===== config.mk =====
export PLATFORM = sky130hd
export DESIGN_NAME = video_timing_gen_multi
export DESIGN_NICKNAME = d
export VERILOG_FILES = /design/src/rtl/video_timing_gen_multi.sv
export SDC_FILE = /design/constraint.sdc
export NUM_CORES = 1
export LEC_CHECK = 0
export CAP_MARGIN = 10
export CORE_ASPECT_RATIO = 0.9
export CORE_MARGIN = 4
export CORE_UTILIZATION = 45
export CTS_CLUSTER_SIZE = 24
export DETAILED_ROUTE_END_ITERATION = 7
export PLACE_DENSITY = 0.8
export SLEW_MARGIN = 5
export SYNTH_ARGS = -nofsm -noshare
export SYNTH_HDL_FRONTEND = slang
export SYNTH_SLANG_ARGS = --single-unit

===== constraint.sdc =====
create_clock -name clk -period 6.1 [get_ports clk]
set_input_delay 1.22 -clock clk [delete_from_list [all_inputs] [get_ports clk]]
set_output_delay 1.22 -clock clk [all_outputs]
set_load 0.005 [all_outputs]

===== src/rtl/video_timing_gen_multi.sv =====
// video_timing_gen_multi: two-mode video timing generator with line scaling and strobes.
// Mode and scale are latched only at the frame boundary so a frame is never torn.
module video_timing_gen_multi #(
    parameter int CNT_W    = 11,
    parameter int M0_HVIS  = 640,
    parameter int M0_HFP   = 16,
    parameter int M0_HSYNC = 96,
    parameter int M0_HBP   = 48,
    parameter int M0_VVIS  = 400,
    parameter int M0_VFP   = 12,
    parameter int M0_VSYNC = 2,
    parameter int M0_VBP   = 35,
    parameter bit M0_HPOL  = 1'b0,
    parameter bit M0_VPOL  = 1'b1,
    parameter int M1_HVIS  = 640,
    parameter int M1_HFP   = 16,
    parameter int M1_HSYNC = 96,
    parameter int M1_HBP   = 48,
    parameter int M1_VVIS  = 480,
    parameter int M1_VFP   = 10,
    parameter int M1_VSYNC = 2,
    parameter int M1_VBP   = 33,
    parameter bit M1_HPOL  = 1'b0,
    parameter bit M1_VPOL  = 1'b0
) (
    input  logic             clk,
    input  logic             rst,
    input  logic             mode_sel,
    input  logic [1:0]       scale_sel,
    output logic [CNT_W-1:0] h_count,
    output logic [CNT_W-1:0] v_count,
    output logic             hsync,
    output logic             vsync,
    output logic             video_active,
    output logic             line_start,
    output logic             frame_start,
    output logic             vblank_start,
    output logic [CNT_W-1:0] row_index,
    output logic [1:0]       row_phase,
    output logic             active_mode
);
    localparam logic [CNT_W-1:0] M0_HV  = CNT_W'(M0_HVIS);
    localparam logic [CNT_W-1:0] M0_HSS = CNT_W'(M0_HVIS + M0_HFP);
    localparam logic [CNT_W-1:0] M0_HSE = CNT_W'(M0_HVIS + M0_HFP + M0_HSYNC);
    localparam logic [CNT_W-1:0] M0_HT1 = CNT_W'(M0_HVIS + M0_HFP + M0_HSYNC + M0_HBP - 1);
    localparam logic [CNT_W-1:0] M0_VV  = CNT_W'(M0_VVIS);
    localparam logic [CNT_W-1:0] M0_VSS = CNT_W'(M0_VVIS + M0_VFP);
    localparam logic [CNT_W-1:0] M0_VSE = CNT_W'(M0_VVIS + M0_VFP + M0_VSYNC);
    localparam logic [CNT_W-1:0] M0_VT1 = CNT_W'(M0_VVIS + M0_VFP + M0_VSYNC + M0_VBP - 1);
    localparam logic [CNT_W-1:0] M1_HV  = CNT_W'(M1_HVIS);
    localparam logic [CNT_W-1:0] M1_HSS = CNT_W'(M1_HVIS + M1_HFP);
    localparam logic [CNT_W-1:0] M1_HSE = CNT_W'(M1_HVIS + M1_HFP + M1_HSYNC);
    localparam logic [CNT_W-1:0] M1_HT1 = CNT_W'(M1_HVIS + M1_HFP + M1_HSYNC + M1_HBP - 1);
    localparam logic [CNT_W-1:0] M1_VV  = CNT_W'(M1_VVIS);
    localparam logic [CNT_W-1:0] M1_VSS = CNT_W'(M1_VVIS + M1_VFP);
    localparam logic [CNT_W-1:0] M1_VSE = CNT_W'(M1_VVIS + M1_VFP + M1_VSYNC);
    localparam logic [CNT_W-1:0] M1_VT1 = CNT_W'(M1_VVIS + M1_VFP + M1_VSYNC + M1_VBP - 1);

    logic [CNT_W-1:0] hc, vc, hvis, hss, hse, ht1, vvis, vss, vse, vt1;
    logic             mode_r, hpol, vpol, h_wrap, v_wrap, hs_on, vs_on;
    logic [1:0]       scale_r, shift, mask;

    always_comb begin
        hvis   = mode_r ? M1_HV  : M0_HV;
        hss    = mode_r ? M1_HSS : M0_HSS;
        hse    = mode_r ? M1_HSE : M0_HSE;
        ht1    = mode_r ? M1_HT1 : M0_HT1;
        vvis   = mode_r ? M1_VV  : M0_VV;
        vss    = mode_r ? M1_VSS : M0_VSS;
        vse    = mode_r ? M1_VSE : M0_VSE;
        vt1    = mode_r ? M1_VT1 : M0_VT1;
        hpol   = mode_r ? M1_HPOL : M0_HPOL;
        vpol   = mode_r ? M1_VPOL : M0_VPOL;
        h_wrap = hc == ht1;
        v_wrap = vc == vt1;
        hs_on  = hc >= hss && hc < hse;
        vs_on  = vc >= vss && vc < vse;
        // scale 3 aliases scale 2 (4x)
        shift  = scale_r[1] ? 2'd2 : {1'b0, scale_r[0]};
        mask   = scale_r[1] ? 2'd3 : {1'b0, scale_r[0]};
    end

    always_ff @(posedge clk) begin
        if (rst) begin
            hc           <= '0;
            vc           <= '0;
            mode_r       <= mode_sel;
            scale_r      <= scale_sel;
            h_count      <= '0;
            v_count      <= '0;
            hsync        <= ~(mode_sel ? M1_HPOL : M0_HPOL);
            vsync        <= ~(mode_sel ? M1_VPOL : M0_VPOL);
            video_active <= 1'b0;
            line_start   <= 1'b0;
            frame_start  <= 1'b0;
            vblank_start <= 1'b0;
            row_index    <= '0;
            row_phase    <= 2'd0;
            active_mode  <= mode_sel;
        end else begin
            hc <= h_wrap ? '0 : hc + 1'b1;
            if (h_wrap)
                vc <= v_wrap ? '0 : vc + 1'b1;
            if (h_wrap && v_wrap) begin
                mode_r  <= mode_sel;
                scale_r <= scale_sel;
            end
            h_count      <= hc;
            v_count      <= vc;
            hsync        <= hs_on ? hpol : ~hpol;
            vsync        <= vs_on ? vpol : ~vpol;
            video_active <= hc < hvis && vc < vvis;
            line_start   <= hc == '0;
            frame_start  <= hc == '0 && vc == '0;
            vblank_start <= hc == '0 && vc == vvis;
            row_index    <= vc >> shift;
            row_phase    <= vc[1:0] & mask;
            active_mode  <= mode_r;
        end
    end
endmodule


==> results of run 1 <==
-- per-layer routing --
layer  routed length, um  part of all wire  up-vias  global-route usage
met5                   0                 0        -                   0
met4                  93             0.016        0              0.0643
met3                 389             0.066        6              0.0577
met2                2480              0.42       62               0.255
met1                2910              0.50      988               0.211
li1                    -                 -     1083                   -
-- report_power, final --
group,internal (mW),switching [mW],total (mW)
registers,0.449,0.00990,0.458
clock network,0.209,0.154,0.363
logic,0.0201,0.0179,0.0380
total,0.677,0.182,0.860
-- state kept, by name (all words and copies together) (netlist names), 2 cells and up --
name,cells
v_count,11
row_index,11
row_phase,2
scale_r,2
h_count,11
vc,11
hc,11
-- cells by family after synthesis --
group           Yosys count  share of synthesized area
simple gates            126                      0.245
flops                    67                      0.506
compound gates           37                     0.0835
buf+inv                  30                     0.0424
xor+xnor                 12                     0.0387
fa+ha+maj                11                     0.0507
mux                       9                     0.0337
-- final cells by class --
class	instances	area share
Sequential cell	67	0.404
Tap cell	70	0.0258
Clock buffer	13	0.0468
Clock inverter	2	0.0103
Inverter	13	0.0144
Timing Repair Buffer	47	0.138
Multi-Input combinational cell	195	0.361
-- worst reg2reg max path, cell delays in order (launching register included) --
cell and delay (ns):
edfxtp_1 0.51, inv_1 0.17, ha_1 0.37, nand3_1 0.08, nor4_1 0.43, a311oi_1 0.16, or3b_2 0.45
-- through the flow --
stage	total power, mW	util
after global placement	0.505	0.556
after detailed placement	0.506	0.556
after floorplan	0.488	-
final	0.860	0.590
after CTS	0.865	0.590
after global routing	0.891	0.590
-- final timing paths --
path,startpoint,to,cells after the start
setup / recovery,rst,vblank_start$_SDFF_PP0_,6
hold / removal,hc[0]$_SDFF_PP0_,hc[0]$_SDFF_PP0_,1
setup reg to reg,mode_r$_DFFE_PP_,vsync$_DFF_P_,6
hold reg to reg,hc[0]$_SDFF_PP0_,hc[0]$_SDFF_PP0_,1
-- Yosys cell counts, types with 2 or more instances --
| cell type | count | area (um2) |
|---|---|---|
| nor3_1 | 4 | 20.0 |
| or3_2 | 2 | 15.0 |
| o21ai_0 | 10 | 50.1 |
| nand2_1 | 13 | 48.8 |
| and3_1 | 4 | 25.0 |
| a211oi_1 | 2 | 15.0 |
| nor4_1 | 6 | 37.5 |
| nor4bb_1 | 2 | 20.0 |
| buf_2 | 2 | 10.0 |
| edfxtp_1 | 3 | 90.1 |
| o2111a_1 | 2 | 22.5 |
| nor2_1 | 46 | 173 |
| clkbuf_1 | 13 | 48.8 |
| nor2b_1 | 14 | 87.6 |
| xnor2_1 | 10 | 87.6 |
| buf_1 | 2 | 7.51 |
| xor2_1 | 2 | 17.5 |
| ha_1 | 11 | 138 |
| nand3_1 | 8 | 40.0 |
| or3b_2 | 2 | 17.5 |
| inv_1 | 13 | 48.8 |
| nor4b_1 | 2 | 17.5 |
| nand4_1 | 6 | 37.5 |
| a21oi_1 | 15 | 75.1 |
| or4_1 | 3 | 22.5 |
| a21o_1 | 4 | 30.0 |
| and2_1 | 3 | 18.8 |
| mux2i_1 | 8 | 80.1 |
| dfxtp_1 | 64 | 1280 |
| or3_1 | 5 | 31.3 |
==> out/metrics.yaml, run 1 <==
slew_headroom: 0.613
setup_viol: 0
postCtsSetupBuffers: 0
crit_chain: "clkdlybuf4s50_1, buf_4, nor2_1, nand3_1, or4_1, nor4b_1"
grt_pass1_wl_mm: 9.52
pre_cts_slack_ns: 3.02
track_usage: 0.164
fin_crit_ns: 2.73
drv_slew: 0
hp-class: "register to register"
fin_skew_ns: 0.0106
final_common_cell: "dfxtp_1"
final_area_um2: 3400
drive_gt1_frac: 0.0653
placed_cell_area_um2: 3200
syn-cell-area_um2: 2710
cp_data_arrival_time_ns: 2.98
cts.sinks: 67
wl_mm: 5.87
fillCellCount: 483
synth-seq-area-share: 0.506
final_cell_mix: "64 x dfxtp_1, 46 x nor2_1, 46 x clkdlybuf4s50_1, 15 x a21oi_1, 14 x nor2b_1"
critPathRequiredTime_ns: 6.34
hold_buffers: 0
r2r_slack_ns: 3.81
hold_viol_final: 0
cts_tree: "done"
synth.avg_cell_area_um2: 9.29
fin_ws_ns: 3.37
grt_max_degree: 40
startpoint_type: "input port"
final_cell_count_no_fill: 407
area_delta_synth_final_pct: 25.2
hpwl_mm: 4.10
layout.area.seq_um2: 1370
critPathMaxFanout: 39
worst_pin_slew_ns: 0.580
vdd_drop_max_v: 0.000118
core.rowCount: 26
start_util: 0.471
synth_ff_type: "dfxtp_1"
synth-edff-count: 3
io_pins: 47
tns_ns: 0
path_clk_slew_ns: 0.07
slowest_delay_ns: 0.46
fp.coreArea_um2: 5760
wire_per_inst_um: 14.4
outcome: "complete, no violations"
period_share: 0.448
htree_levels: 3
ys_types: 41
ctsResizeCount: 0
slowest_stage: "or4_1"
drc: 0
max_freq_mhz: 366
holdWs_ns: 0.484
ys_seq_elements: 67
yosysWarnings: 0
first_global_vias: 2009
crit_buf_inv: 2
place_congestion: 0.886
grt_setup_unrepaired: "false"
dieArea_um2: 7340
clk_path_buf_depth: 2
powerDensity_nw_per_um2: 253
die_h_um: 81.7
vias_per_cell: 5.26
drt_first_pass_iters: 4
dp_cells: 392
final_antenna_net_count: 0
die_w_um: 89.8
max_cap_viol_count: 0
multi_input_area_um2: 1230
synthCells: 292
layout.nets: 349
path_class: "input port to register"
async_flop_share: 0
cts_root_buf: "clkbuf_8"
drt_iter0_drc: 104
endpoint_kind: "register"
numCtsBuffers: 9
diodes: 0
clock_latency_ns: 0.34
cpLargestDelayFamily: "simple AND/OR/NAND/NOR gates"
syn_nets: 308
leakagePower_nw: 1.28
portBuffers: 46
grt_overflow_total: 0
antenna_found_initial: 0
num_vias: 2139
No activity file was read; power rests on OpenSTA's default activity.
==> run 2, diff against run 1 <==
==> constraint.sdc (replaced) <==
create_clock -name clk -period 2.65 [get_ports clk]
set_input_delay 0.53 -clock clk [delete_from_list [all_inputs] [get_ports clk]]
set_output_delay 0.53 -clock clk [all_outputs]
set_load 0.005 [all_outputs]
==> run 2 against run 1 <==
Net effect:
- first-iteration DRC count up 24%
- design area unchanged
- sequential cell count unchanged
- hold slack better by 0.0061 ns
- count of clock-buffer cells in the layout down 2
- sequential share of layout area unchanged
- cell count up 0.25%
- critical endpoint is now vsync$_DFF_P_
- highest routed layer unchanged
==> out/metrics.yaml, run 2 (synthesized netlist as in run 1, its figures left out) <==
outcome: "complete, no violations"  # unchanged
drt_first_pass_iters: 4  # unchanged
antenna_found_initial: 0  # unchanged
place_congestion: 0.860  # was 0.886
first_global_vias: 2086  # was 2009
crit_chain: "inv_1, ha_1, nand3_1, nor4_1, a311oi_1, or3b_2"  # was clkdlybuf4s50_1, buf_4, nor2_1, nand3_1, or4_1, nor4b_1
hpwl_mm: 4.13  # was 4.10 mm
portBuffers: 46  # unchanged
hold_viol_final: 0  # unchanged
period_share: 0.861
crit_buf_inv: 1  # was 2
clk_path_buf_depth: 2  # unchanged
critPathRequiredTime_ns: 2.87  # was 6.34 ns
path_class: "register to register"  # was input port to register
io_pins: 47  # unchanged
ctsResizeCount: 0  # unchanged
vias_per_cell: 5.33  # was 5.26
tns_ns: 0  # unchanged
dp_cells: 392  # unchanged
wl_mm: 5.87  # unchanged
endpoint_kind: "register"  # unchanged
met2_length_mm: 2.58  # was 2.48 mm
leakagePower_nw: 1.28  # about the same
slowest_delay_ns: 0.49  # was 0.46 ns
hp-class: "register to register"  # unchanged
core.rowCount: 26  # unchanged
start_util: 0.471  # unchanged
hold_buffers: 0  # unchanged
layout.nets: 349  # unchanged
fillCellCount: 473  # was 483
final_cell_count_no_fill: 408  # was 407
worst_pin_slew_ns: 0.606  # was 0.580 ns
startpoint_type: "register"  # was input port
highest_layer: "met4"  # unchanged
cpLargestDelayFamily: "simple AND/OR/NAND/NOR gates"  # unchanged
final_antenna_net_count: 0  # unchanged
track_usage: 0.166  # was 0.164
cp_data_arrival_time_ns: 2.50  # was 2.98 ns
wire_per_inst_um: 14.4  # about the same
setup_viol: 0  # unchanged
grt_max_degree: 39  # was 40
grt_setup_unrepaired: "false"  # unchanged
drive_gt1_frac: 0.0710  # was 0.0653
numCtsBuffers: 9  # unchanged
drv_slew: 0  # unchanged
grt_pass1_wl_mm: 9.75  # was 9.52 mm
met1_length_mm: 2.71  # was 2.91 mm
holdWs_ns: 0.491  # was 0.484 ns
r2r_slack_ns: 0.37  # was 3.81 ns
htree_levels: 3  # unchanged
die_w_um: 89.8  # unchanged
max_cap_viol_count: 0  # unchanged
multi_input_area_um2: 1230  # unchanged
final_cell_mix: "64 x dfxtp_1, 46 x nor2_1, 46 x clkdlybuf4s50_1, 15 x a21oi_1, 14 x nor2b_1"  # unchanged
cts_root_buf: "clkbuf_8"  # unchanged
path_clk_slew_ns: 0.07  # about the same
diodes: 0  # unchanged
grt_overflow_total: 0  # unchanged
drc: 0  # unchanged
max_freq_mhz: 438
cts_tree: "done"  # unchanged
postCtsSetupBuffers: 0  # unchanged
layout.area.seq_um2: 1370  # unchanged
final_common_cell: "dfxtp_1"  # unchanged
fin_skew_ns: 0.0114  # was 0.0106 ns
cts.sinks: 67  # unchanged
dieArea_um2: 7340  # unchanged
drt_iter0_drc: 129  # was 104
powerDensity_nw_per_um2: 579  # was 253 nW/um2
clock_latency_ns: 0.34  # about the same
vdd_drop_max_v: 0.000306  # was 0.000118 V
fp.coreArea_um2: 5760  # unchanged
wl_met3_um: 520  # was 389 um
fin_crit_ns: 2.28
critPathMaxFanout: 7  # was 39
slew_headroom: 0.596  # was 0.613
num_vias: 2173  # was 2139
area_delta_synth_final_pct: 25.2  # unchanged
die_h_um: 81.7  # unchanged
slowest_stage: "edfxtp_1"  # was or4_1
-- run 2: final timing paths --
kind                     from                to  cells past startpoint
max          mode_r$_DFFE_PP_     vsync$_DFF_P_                      6
min          hc[0]$_SDFF_PP0_  hc[0]$_SDFF_PP0_                      1
max reg2reg  mode_r$_DFFE_PP_     vsync$_DFF_P_                      6
min reg2reg  hc[0]$_SDFF_PP0_  hc[0]$_SDFF_PP0_                      1
-- run 2: metal layers --
metal  up-vias  GRT usage
li1       1081          -
met1       988      0.214
met2        99      0.261
met3         5     0.0577
met4         0     0.0597
met5         -          0
-- run 2: worst reg2reg max path: stages, from the launching register on --
cell and delay, ns:
edfxtp_1 0.49, inv_1 0.16, ha_1 0.37, nand3_1 0.08, nor4_1 0.42, a311oi_1 0.18
or3b_2 0.47
-- run 2: layout make-up --
type	instances	area share
Clock inverter	5	0.0155
Tap cell	70	0.0258
Clock buffer	11	0.0416
Sequential cell	67	0.404
Multi-Input combinational cell	195	0.361
Timing Repair Buffer	47	0.138
Inverter	13	0.0144
-- run 2: power breakdown --
group	leakage (nW)	switching, mW	total, mW	internal (mW)
clock network	0.0991	0.368	0.823	0.455
registers	0.548	0.0224	1.05	1.03
logic	0.637	0.0425	0.0890	0.0465
total	1.28	0.432	1.97	1.53
-- run 2: through the flow --
stage	area (um2)	util	setup slack, ns	total power, mW
after floorplan	2710	-	0.547	1.12
after global placement	3200	0.556	0.520	1.16
after detailed placement	3200	0.556	0.418	1.17
after CTS	3400	0.590	0.396	1.98
after global routing	3400	0.590	0.300	2.04
final	3400	0.590	0.369	1.97
==> run 3, diff against run 2 <==
--- a/config.mk
+++ b/config.mk
@@ -6,7 +6,7 @@
 export NUM_CORES = 1
 export LEC_CHECK = 0
 export CAP_MARGIN = 10
-export CORE_ASPECT_RATIO = 0.9
+export CORE_ASPECT_RATIO = 2
 export CORE_MARGIN = 4
 export CORE_UTILIZATION = 45
 export CTS_CLUSTER_SIZE = 24
==> run 3 against run 2 <==
Net effect:
- combinational power rose by 2%
- die area rose by 1.0%
- global-route usage rose by 0.29 points
- sequential share of layout area fell by 1.5 points
- critical path type unchanged
- largest power group is now clock
==> out/metrics.yaml, run 3 (synthesized netlist as in run 1, its figures left out) <==
layout.area.seq_um2: 1370  # unchanged
clock_latency_ns: 0.33  # was 0.34 ns
drt_first_pass_iters: 4  # unchanged
max_cap_viol_count: 0  # unchanged
portBuffers: 46  # unchanged
layout.nets: 352  # was 349
hp-class: "register to register"  # unchanged
drt_iter0_drc: 73  # was 129
cts.sinks: 67  # unchanged
vdd_drop_max_v: 0.000496  # was 0.000306 V
critPathMaxFanout: 7  # unchanged
path_class: "register to register"  # unchanged
cpLargestDelayFamily: "simple AND/OR/NAND/NOR gates"  # unchanged
num_vias: 2171  # was 2173
crit_chain: "inv_1, ha_1, nand3_1, nor4_1, a311oi_1, or3b_2"  # unchanged
multi_input_area_um2: 1230  # unchanged
critPathRequiredTime_ns: 2.85  # was 2.87 ns
worst_pin_slew_ns: 0.604  # was 0.606 ns
antenna_found_initial: 0  # unchanged
setup_viol: 0  # unchanged
period_share: 0.836  # was 0.861
powerDensity_nw_per_um2: 666  # was 579 nW/um2
drive_gt1_frac: 0.0792  # was 0.0710
first_global_vias: 2082  # was 2086
slowest_stage: "edfxtp_1"  # unchanged
grt_use_met2: 0.328  # was 0.261
final_common_cell: "dfxtp_1"  # unchanged
numCtsBuffers: 9  # unchanged
core.rowCount: 39  # was 26
grt.busiest_layer: "met2"  # unchanged
place_congestion: 0.917  # was 0.860
max_freq_mhz: 451  # was 438 MHz
fin_crit_ns: 2.22  # was 2.28 ns
grtUsageMet3: 0.0401  # was 0.0577
io_pins: 47  # unchanged
die_h_um: 118  # was 81.7 um
hold_buffers: 0  # unchanged
fillCellCount: 471  # was 473
startpoint_type: "register"  # unchanged
htree_levels: 3  # unchanged
fp.coreArea_um2: 5810  # was 5760 um2
ctsResizeCount: 0  # unchanged
endpoint_kind: "register"  # unchanged
vias_per_cell: 5.40  # was 5.33
hpwl_mm: 4.48  # was 4.13 mm
hold_viol_final: 0  # unchanged
postCtsSetupBuffers: 0  # unchanged
cts_tree: "done"  # unchanged
slowest_delay_ns: 0.49  # about the same
drc: 0  # unchanged
dieArea_um2: 7410  # was 7340 um2
drv_slew: 0  # unchanged
final_cell_count_no_fill: 402  # was 408
cts_root_buf: "clkbuf_16"  # was clkbuf_8
dp_cells: 386  # was 392
leakagePower_nw: 1.35  # was 1.28 nW
final_cell_mix: "64 x dfxtp_1, 46 x nor2_1, 46 x clkdlybuf4s50_1, 15 x a21oi_1, 14 x nor2b_1"  # unchanged
die_w_um: 62.9  # was 89.8 um
crit_buf_inv: 1  # unchanged
grt_max_degree: 25  # was 39
final_antenna_net_count: 0  # unchanged
tns_ns: 0  # unchanged
start_util: 0.467  # was 0.471
grt_setup_unrepaired: "false"  # unchanged
grt_pass1_wl_mm: 9.77  # was 9.75 mm
path_clk_slew_ns: 0.05  # was 0.07 ns
wl_mm: 5.97  # was 5.87 mm
r2r_slack_ns: 0.43  # was 0.37 ns
outcome: "complete, no violations"  # unchanged
track_usage: 0.169  # was 0.166
clk_path_buf_depth: 2  # unchanged
area_delta_synth_final_pct: 30.0  # was 25.2%
use_met1: 0.152  # was 0.214
diodes: 0  # unchanged
wire_per_inst_um: 14.9  # was 14.4 um
slew_headroom: 0.598  # was 0.596
cp_data_arrival_time_ns: 2.41  # was 2.50 ns
grt_overflow_total: 0  # unchanged
fin_skew_ns: 0.00545  # was 0.0114 ns
## run 3: cell count changes in the layout (fill, tap and decap cells not counted), sizes merged
cell / before / now
buf: 1 / 4
## run 3: final cells by class
class | count | area share
flip-flops and latches | 67 | 0.389
clock buffers | 11 | 0.0720
inverters | 13 | 0.0138
multi-input cells | 195 | 0.348
repair buffers | 50 | 0.139
well taps | 61 | 0.0216
clock inverters | 5 | 0.0170
## run 3: per-stage QoR
stage | util | hold WS, ns | total power [mW] | cell area, um2 | setup slack (ns)
after global routing | 0.607 | 0.525 | 2.42 | 3530 | 0.272
after CTS | 0.607 | 0.483 | 2.37 | 3530 | 0.430
after detailed placement | 0.553 | 0.470 | 1.17 | 3210 | 0.420
after global placement | 0.553 | 0.456 | 1.17 | 3210 | 0.434
final | 0.607 | 0.474 | 2.35 | 3530 | 0.435
after floorplan | - | 0.442 | 1.12 | 2710 | 0.547
## run 3: worst paths after layout
path | start | to | cells past startpoint
setup / recovery | mode_r$_DFFE_PP_ | vsync$_DFF_P_ | 6
hold / removal | hc[0]$_SDFF_PP0_ | hc[0]$_SDFF_PP0_ | 1
setup reg to reg | mode_r$_DFFE_PP_ | vsync$_DFF_P_ | 6
hold reg to reg | hc[0]$_SDFF_PP0_ | hc[0]$_SDFF_PP0_ | 1
## run 3: routing by layer
metal  routed length [um]  vias up
met1                 2100     1019
met3                  171       19
li1                     -     1085
met4                  261        0
met5                    0        -
met2                 3440       48
## run 3: power by group
part | switching, mW | internal, mW | total, mW
Sequential | 0.0226 | 1.03 | 1.06
Combinational | 0.0429 | 0.0476 | 0.0906
Clock | 0.416 | 0.786 | 1.20
==> RTL change (flow settings as in run 2) <==
The parameter `CNT_W` goes from 11 to 22.
--- a/src/rtl/video_timing_gen_multi.sv
+++ b/src/rtl/video_timing_gen_multi.sv
@@ -3,3 +3,3 @@
 module video_timing_gen_multi #(
-    parameter int CNT_W    = 11,
+    parameter int CNT_W    = 22,
     parameter int M0_HVIS  = 640,
Interface: changed (resized h_count, row_index and v_count); port bits go from 47 to 80. The function was not compared with the original's and may differ.
==> RTL change against run 2 <==
Area after synthesis rose by 83%; count of clock-buffer cells in the layout rose by 9; total power rose by 120%; global-route usage rose by 1.3 points; wire length rose by 91%; core utilization fell by 0.70 points; sequential cell count rose by 55; worst setup slack got worse by 0.21 ns; clock power rose to 2.7 times the old value; sequential share of layout area fell by 1.1 points; design area rose by 86%; largest cell class unchanged.
==> RTL change: results (changes against run 2) <==
Run status
  • Status: finished, final reports clean

Synth
  • Cell variety after synth: 53 (+29%)
  • Syn Nets: 546 (+77%)
  • Post-synthesis sequential area ratio: 49.8% (-0.77 points)
  • Top cells by count, synth: dfxtp_1, nor2_1, nor2b_1

Setup path
  • Reg-to-Reg End: vblank_start
  • Worst reg2reg setup slack: 0.16 ns (-0.21 ns)
  • Worst path slowest cell: nor4_1

Min path
  • Hold Crit Endpoint: row_index[21]

Route
  • DRT iter0 DRCs: 262 (+100%)
  • Routed wire length: 11.2 mm (+91%)
  • Met3 WL: 493 um (-5.2%)
  • DR vias: 3,902 (+80%)
  • DR vias/cell: 5.27 (-1.1%)

Finish
  • FILL cells: 943 (+99%)
  • Fraction of area in multi-input gates: 34.5% (-1.6 points)
  • Layout clock buffer count: 20 (+9)
  • Multi-input gate area: 2180 um^2 (+77%)
  • Fraction of area in registers: 39.2% (-1.1 points)

CTS
  • Clk root buf: clkbuf_16
  • CTS sink cnt: 122 (+82%)

Power
  • P_leak: 2.30 nW (+79%)
  • Sw Ratio: 22.1% (+0.13 points)

Global route
  • All-layer global routing usage: 17.9% (+1.3 points)
  • Largest net degree at the start of global routing: 49 (+26%)
  • First-pass GRT wire length: 18.6 mm (+91%)

Place
  • GPL Wtd Cong: 0.895 (+4.1%)
  • Placed cells: 709 (+81%)
  • Placed cell area: 5720 um^2 (+79%)
  • Pre-CTS setup slack: 0.225 ns (-0.193 ns)

STA
  • Worst Clk Skew: 0.0120 ns (+0.000583 ns)

Floorplan
  • Die width: 119 um (+32%)
## RTL change: cell count changes after synthesis, moves of 11 or more
cell     change
nor2_1      +39
nor3_1      +11
a21oi_1     +14
nor2b_1     +21
dfxtp_1     +55
xnor2_1     +11
## RTL change: power by group through the flow
stage	clock [W]	combinational [W]	sequential [W]
after floorplan	0	0.0000904	0.00191
after global placement	0	0.000134	0.00192
after detailed placement	0	0.000138	0.00192
after CTS	0.00225	0.000140	0.00188
after global routing	0.00232	0.000152	0.00188
final	0.00222	0.000138	0.00188
## RTL change: cell families (layout without fill, tap and decap cells)
kind of cell | Yosys count | count (layout) | share of synthesized area, %
xor+xnor | 30 | 30 | 5.29
fa+ha+maj | 11 | 11 | 2.77
buf+inv | 56 | 134 | 6.40
simple gates | 234 | 234 | 25.1
flops | 122 | 122 | 49.8
mux | 18 | 18 | 3.65
compound gates | 59 | 59 | 6.98
